===== src/rtl/control_sequencer_if.sv =====
// Handshake bundle between the instruction register / decoder and the control sequencer.
// The master side is the sequencer: it consumes run/instr and drives the state-code outputs.
interface control_sequencer_if #(
  parameter int OPW  = 4,
  parameter int CNTW = 16
);
  logic            run;
  logic [15:0]     instr;
  logic [7:0]      state;
  logic [OPW-1:0]  opcode;
  logic            instr_done;
  logic            halted;
  logic [CNTW-1:0] retired;

  modport master (
    input  run,
    input  instr,
    output state,
    output opcode,
    output instr_done,
    output halted,
    output retired
  );

  modport slave (
    output run,
    output instr,
    input  state,
    input  opcode,
    input  instr_done,
    input  halted,
    input  retired
  );
endinterface


===== src/rtl/control_sequencer.sv =====
// Control-path state generator: fetch, opcode latch and per-instruction execute codes for the decoder.
// All outputs come straight from flops; instr/run only influence the next state.
module control_sequencer #(
  parameter int OPW  = 4,
  parameter int CNTW = 16
) (
  input  logic                clock,
  input  logic                resetn,
  control_sequencer_if.master bus
);

  typedef enum logic [7:0] {
    S_IDLE   = 8'h00, S_FETCH  = 8'h0F, S_DECODE = 8'h01,
    S_LOAD   = 8'h02, S_MOVE   = 8'h03, S_LDPC   = 8'h04, S_BRANCH = 8'h05,
    S_SUB0   = 8'h06, S_SUB1   = 8'h07, S_SUB2   = 8'h08,
    S_ADD0   = 8'h09, S_ADD1   = 8'h0A, S_ADD2   = 8'h0B,
    S_XOR0   = 8'h0C, S_XOR1   = 8'h0D, S_XOR2   = 8'h0E,
    S_PUSH0  = 8'h13, S_PUSH1  = 8'h14, S_PUSH2  = 8'h15, S_PUSH3  = 8'h16,
    S_POP0   = 8'h17, S_POP1   = 8'h18, S_POP2   = 8'h19, S_POP3   = 8'h1A,
    S_CALL0  = 8'h1B, S_CALL1  = 8'h1C, S_CALL2  = 8'h1D, S_CALL3  = 8'h1E,
    S_CALL4  = 8'h1F, S_CALL5  = 8'h20, S_CALL6  = 8'h25,
    S_RET0   = 8'h21, S_RET1   = 8'h22, S_RET2   = 8'h23, S_RET3   = 8'h24,
    S_HALT   = 8'h3F
  } state_t;

  state_t          state_r;
  state_t          next_state_s;
  logic [OPW-1:0]  opcode_r;
  logic            done_r;
  logic            done_s;
  logic            halted_r;
  logic [CNTW-1:0] retired_r;
  logic [3:0]      op_s;
  logic            unused_instr_s;

  assign op_s           = bus.instr[15:12];
  assign unused_instr_s = ^bus.instr[11:0];

  // Final execute code of every retiring instruction.
  function automatic logic is_last(input state_t s);
    case (s)
      S_LOAD, S_MOVE, S_LDPC, S_BRANCH, S_SUB2, S_ADD2, S_XOR2,
      S_PUSH3, S_POP3, S_CALL6, S_RET3: is_last = 1'b1;
      default:                          is_last = 1'b0;
    endcase
  endfunction

  // Next-state selection; execute chains are unique so only the decode step looks at the opcode.
  always_comb begin
    next_state_s = S_IDLE;
    case (state_r)
      S_IDLE:   next_state_s = bus.run ? S_FETCH : S_IDLE;
      S_FETCH:  next_state_s = S_DECODE;
      S_DECODE: begin
        case (op_s)
          4'd0:    next_state_s = S_LOAD;
          4'd1:    next_state_s = S_MOVE;
          4'd2:    next_state_s = S_LDPC;
          4'd3:    next_state_s = S_BRANCH;
          4'd4:    next_state_s = S_SUB0;
          4'd5:    next_state_s = S_ADD0;
          4'd6:    next_state_s = S_XOR0;
          4'd7:    next_state_s = S_PUSH0;
          4'd8:    next_state_s = S_POP0;
          4'd9:    next_state_s = S_CALL0;
          4'd10:   next_state_s = S_RET0;
          4'd15:   next_state_s = S_HALT;
          default: next_state_s = S_IDLE;
        endcase
      end
      S_SUB0:   next_state_s = S_SUB1;
      S_SUB1:   next_state_s = S_SUB2;
      S_ADD0:   next_state_s = S_ADD1;
      S_ADD1:   next_state_s = S_ADD2;
      S_XOR0:   next_state_s = S_XOR1;
      S_XOR1:   next_state_s = S_XOR2;
      S_PUSH0:  next_state_s = S_PUSH1;
      S_PUSH1:  next_state_s = S_PUSH2;
      S_PUSH2:  next_state_s = S_PUSH3;
      S_POP0:   next_state_s = S_POP1;
      S_POP1:   next_state_s = S_POP2;
      S_POP2:   next_state_s = S_POP3;
      S_CALL0:  next_state_s = S_CALL1;
      S_CALL1:  next_state_s = S_CALL2;
      S_CALL2:  next_state_s = S_CALL3;
      S_CALL3:  next_state_s = S_CALL4;
      S_CALL4:  next_state_s = S_CALL5;
      S_CALL5:  next_state_s = S_CALL6;
      S_RET0:   next_state_s = S_RET1;
      S_RET1:   next_state_s = S_RET2;
      S_RET2:   next_state_s = S_RET3;
      S_HALT:   next_state_s = S_HALT;
      default:  next_state_s = S_IDLE;
    endcase
    done_s = is_last(next_state_s);
  end

  // State register plus flags derived from the next state so they line up with the state code.
  always_ff @(posedge clock or negedge resetn) begin
    if (!resetn) begin
      state_r   <= S_IDLE;
      opcode_r  <= {OPW{1'b0}};
      done_r    <= 1'b0;
      halted_r  <= 1'b0;
      retired_r <= {CNTW{1'b0}};
    end else begin
      state_r  <= next_state_s;
      done_r   <= done_s;
      halted_r <= (next_state_s == S_HALT);
      // Only the decode exit loads the opcode; the call's IR reload at 0x1D is ignored.
      if (state_r == S_DECODE) begin
        opcode_r <= OPW'(op_s);
      end else begin
        opcode_r <= opcode_r;
      end
      if (done_r) begin
        retired_r <= retired_r + CNTW'(1);
      end else begin
        retired_r <= retired_r;
      end
    end
  end

  assign bus.state      = state_r;
  assign bus.opcode     = opcode_r;
  assign bus.instr_done = done_r;
  assign bus.halted     = halted_r;
  assign bus.retired    = retired_r;

endmodule


===== src/flat_wrapper.sv =====
// flat-port wrapper written by rule: the top's interface ports become plain ports
module control_sequencer_flat 
#(
  parameter int OPW  = 4,
  parameter int CNTW = 16
)
  (clock, resetn, bus_run, bus_instr, bus_state, bus_opcode, bus_instr_done, bus_halted, bus_retired);
  control_sequencer_if #(.OPW(OPW), .CNTW(CNTW)) bus_i ();
  input  logic clock;
  input  logic resetn;
  input wire logic [$bits(bus_i.run)-1:0] bus_run;
  input wire logic [$bits(bus_i.instr)-1:0] bus_instr;
  output wire logic [$bits(bus_i.state)-1:0] bus_state;
  output wire logic [$bits(bus_i.opcode)-1:0] bus_opcode;
  output wire logic [$bits(bus_i.instr_done)-1:0] bus_instr_done;
  output wire logic [$bits(bus_i.halted)-1:0] bus_halted;
  output wire logic [$bits(bus_i.retired)-1:0] bus_retired;
  assign bus_i.run = bus_run;
  assign bus_i.instr = bus_instr;
  assign bus_state = bus_i.state;
  assign bus_opcode = bus_i.opcode;
  assign bus_instr_done = bus_i.instr_done;
  assign bus_halted = bus_i.halted;
  assign bus_retired = bus_i.retired;
  control_sequencer #(.OPW(OPW), .CNTW(CNTW)) u_core (.clock(clock), .resetn(resetn), .bus(bus_i));
endmodule

===== config.mk =====
export PLATFORM = sky130hd
export DESIGN_NAME = control_sequencer_flat
export DESIGN_NICKNAME = d
export VERILOG_FILES = /design/src/rtl/control_sequencer_if.sv /design/src/rtl/control_sequencer.sv /design/src/flat_wrapper.sv
export SDC_FILE = /design/constraint.sdc
export NUM_CORES = 1
export LEC_CHECK = 0
export ABC_AREA = 1
export CAP_MARGIN = 20
export CORE_MARGIN = 2
export CORE_UTILIZATION = 44
export CTS_CLUSTER_SIZE = 25
export DETAILED_ROUTE_END_ITERATION = 8
export HOLD_SLACK_MARGIN = 0.05
export PLACE_DENSITY = 0.73
export SYNTH_ARGS = -nofsm -noshare
export SYNTH_HDL_FRONTEND = slang
export SYNTH_SLANG_ARGS = --single-unit
export TNS_END_PERCENT = 50

===== constraint.sdc =====
create_clock -name clock -period 1.5 [get_ports clock]
set_input_delay 0.15 -clock clock [delete_from_list [all_inputs] [get_ports clock]]
set_output_delay 0.15 -clock clock [all_outputs]
set_load 0.02 [all_outputs]

==> run summary, run 1 <==
DR WL met3 - 247 um
DP HPWL - 3549 um
Critical path data arrival time - 1940 ps
Layout cells sized above 1 - 33.70%
Sequential-to-total area share from yosys stat - 36.46%
TritonCTS clock tree - built
Netlist cell types - 27
Row Count - 24
Mapped Area - 1922 um2
Worst VDD drop - 0.9911 mV
DRC - 0
Asr flop ratio synth - 100.0%
Core Region - 4294 um2
Final WL - 5110 um
Max frequency - 0.5651 GHz
Final setup vio count - 6
Nets - 391
Worst hold path class - in -> async
Largest net degree at the start of global routing - 29
Max FO, Critical Path - 7
Initial DRT Pass Iterations - 4
Clock root buffer master - clkbuf_8
Final worst path period share - 118.0%
Gr usage total - 20.17%
Leakage - 0.001535 uW
Post-synth EDFFs - 0
Pre-CTS WS - -549.1 ps
Slew Viols, Final - 0
Ant diodes - 0
Critical Path RT - 1670 ps
Crit Path Class - reg -> reg
Die area - 4913 um2
DP Cell Count - 401
DRT antenna net count - 0
PD cells - 488.5 nW/um2
Initial core utilization - 44.76%
RSZ-0062 raised after global routing - true
Die Y - 70.09 um
Hold slack - 228.8 ps
Commonest non-fill, non-tap cell in the layout - nand2_1
Commonest non-fill, non-tap cells in the layout - nand2_1 (77), buf_4 (51), inv_1 (30)
IO Pins - 49
IO Port Bufs - 34
Num CTS Buffers - 3
Failing checks - negative setup slack
Area delta synth->final - 52.99%
Clock period minus worst slack - 1770 ps
Design Power - 1436 uW
FF+latch count, synth - 28
Met2 WL post-DR - 2602 um
DR vias - 2046
First-pass GRT wire length - 8252 um
CP endpoint kind - register
Final worst slack - -269.6 ps
Critical path launch point type - register
Highest Signal Layer - met4
Routability Congestion - 0.9302
Final Hold Vio Count - 0
Ys flop type - dfrtp_1
WL/cell - 12.25 um
Iter 0 DRT Violations - 119
Non-filler cells, final - 417
H-tree depth - 1
Vias/cell - 4.906
Hold Buf Count CTS - 0
Status - finished, violations left
Antenna violations before repair - 0
Clock Pin Slew Worst Setup and Hold Paths - 90 ps
Final Skew - 6.056 ps
Synth warnings - 0
M1 wire length - 2185 um
Max-Cap Viols - 0
Clk buf depth - 2
Number of global-route vias before repair - 1925
CTS sink count - 28
Clock latency on the worst-skew pair - 270 ps
Syn avg cell area - 6.938 um2
Die width - 70.09 um
Cell count after synthesis - 277
Grt total ovfl - 0
## cell usage after synthesis, types with 4 or more instances
| library cell | instances | share of area (%) |
|---|---|---|
| ha_1 | 6 | 3.9 |
| nor2_4 | 4 | 2.3 |
| nand3_1 | 23 | 6.0 |
| o21ai_0 | 8 | 2.1 |
| nor2_1 | 38 | 7.4 |
| xor2_1 | 5 | 2.3 |
| nand2_2 | 4 | 1.3 |
| dfrtp_1 | 28 | 36 |
| nand2_1 | 85 | 17 |
| nor2_2 | 8 | 2.6 |
| inv_2 | 5 | 0.98 |
| nand4_1 | 7 | 2.3 |
| xnor2_1 | 8 | 3.6 |
| inv_1 | 31 | 6.1 |
## timing repair
action | 4_1_cts | 5_1_grt
buffers inserted | 2 | 9
pin swaps | 7 | 8
gates cloned | 1 | 0
gates resized for setup | 24 | 36
endpoints found under the setup margin | 19 | 19
## per-stage QoR
stage	setup TNS, ps	area [um2]	utilization, %
after floorplan	-88.58	1948	-
after global placement	-2103	2631	61.28
after detailed placement	-2337	2631	61.28
after CTS	-439.4	2759	64.25
after global routing	-1629	2940	68.47
final	-538.4	2940	68.47
## logic make-up after synthesis
logic type,Yosys count,share of synthesized area [%]
AOI/OAI and AO/OA,14,4.037
DFF,28,36.46
adders and majority gates,6,3.906
xor gates and xnor gates,13,5.925
other,1,0.1951
buffers and inverters,38,7.812
muxes,1,0.5859
and+or+nand+nor,176,41.08
## worst max-delay path, cell delays in order, from the launching register on
cell     delay [ps]
dfrtp_2         490
nor2_4          230
buf_4           160
nand4_1         130
nand2_1         100
inv_1            50
nand4_1         120
nor2_1           80
nand3_1          80
nand2_1          60
nor2_2          110
nand2_1          50
## routing by layer
metal,GRT usage [%],vias up
met4,3.632,0
met5,0,-
met1,26.46,940
met3,3.175,9
li1,-,1035
met2,35.56,62
## final cells by class
type,instances,area [um2]
Inverter,36,137.6
Fill cell,355,1354
Clock buffer,3,41.29
Clock inverter,1,30.03
Tap cell,52,65.06
Timing Repair Buffer,84,719.4
Sequential cell,28,713.2
Multi-Input combinational cell,213,1234
## path summary, 6_finish.rpt
kind / start / endpoint / slack, ps / cells past startpoint
worst min register to register: u_core.bus.retired[15]$_DFFE_PN0P_ / u_core.bus.retired[15]$_DFFE_PN0P_ / 490 / 1
worst max register to register: u_core.bus.state[5]$_DFF_PN0_ / u_core.bus.instr_done$_DFF_PN0_ / -270 / 11
min in group clock: bus_instr[13] / u_core.bus.opcode[1]$_DFFE_PN0N_ / 430 / 5
max in group asynchronous: resetn / u_core.bus.retired[1]$_DFFE_PN0P_ / 990 / 2
worst min-delay path: resetn / u_core.bus.retired[4]$_DFFE_PN0P_ / 230 / 2
worst max-delay path: u_core.bus.state[5]$_DFF_PN0_ / u_core.bus.instr_done$_DFF_PN0_ / -270 / 11
## power breakdown
part / switching [uW] / internal, uW / leakage (uW)
clock: 226 / 357 / 0.0000357
combinational: 57.0 / 42.2 / 0.00118
sequential: 0 / 754 / 0.000321
total: 283 / 1150 / 0.00154
## flip-flops by register name, indices dropped and copies added, names as in the netlist
register / cells
u_core.bus.halted: 1
u_core.bus.instr_done: 1
u_core.bus.opcode: 4
u_core.bus.retired: 16
u_core.bus.state: 6
Power figures use the tool's default switching activity.
==> inputs of run 2 (changes only) <==
--- a/config.mk
+++ b/config.mk
@@ -11,7 +11,6 @@
 export CORE_UTILIZATION = 44
 export CTS_CLUSTER_SIZE = 25
 export DETAILED_ROUTE_END_ITERATION = 8
-export HOLD_SLACK_MARGIN = 0.05
 export PLACE_DENSITY = 0.73
 export SYNTH_ARGS = -nofsm -noshare
 export SYNTH_HDL_FRONTEND = slang
==> results of run 2 <==
The final DEF is identical to that of run 1; final timing and power are the same.
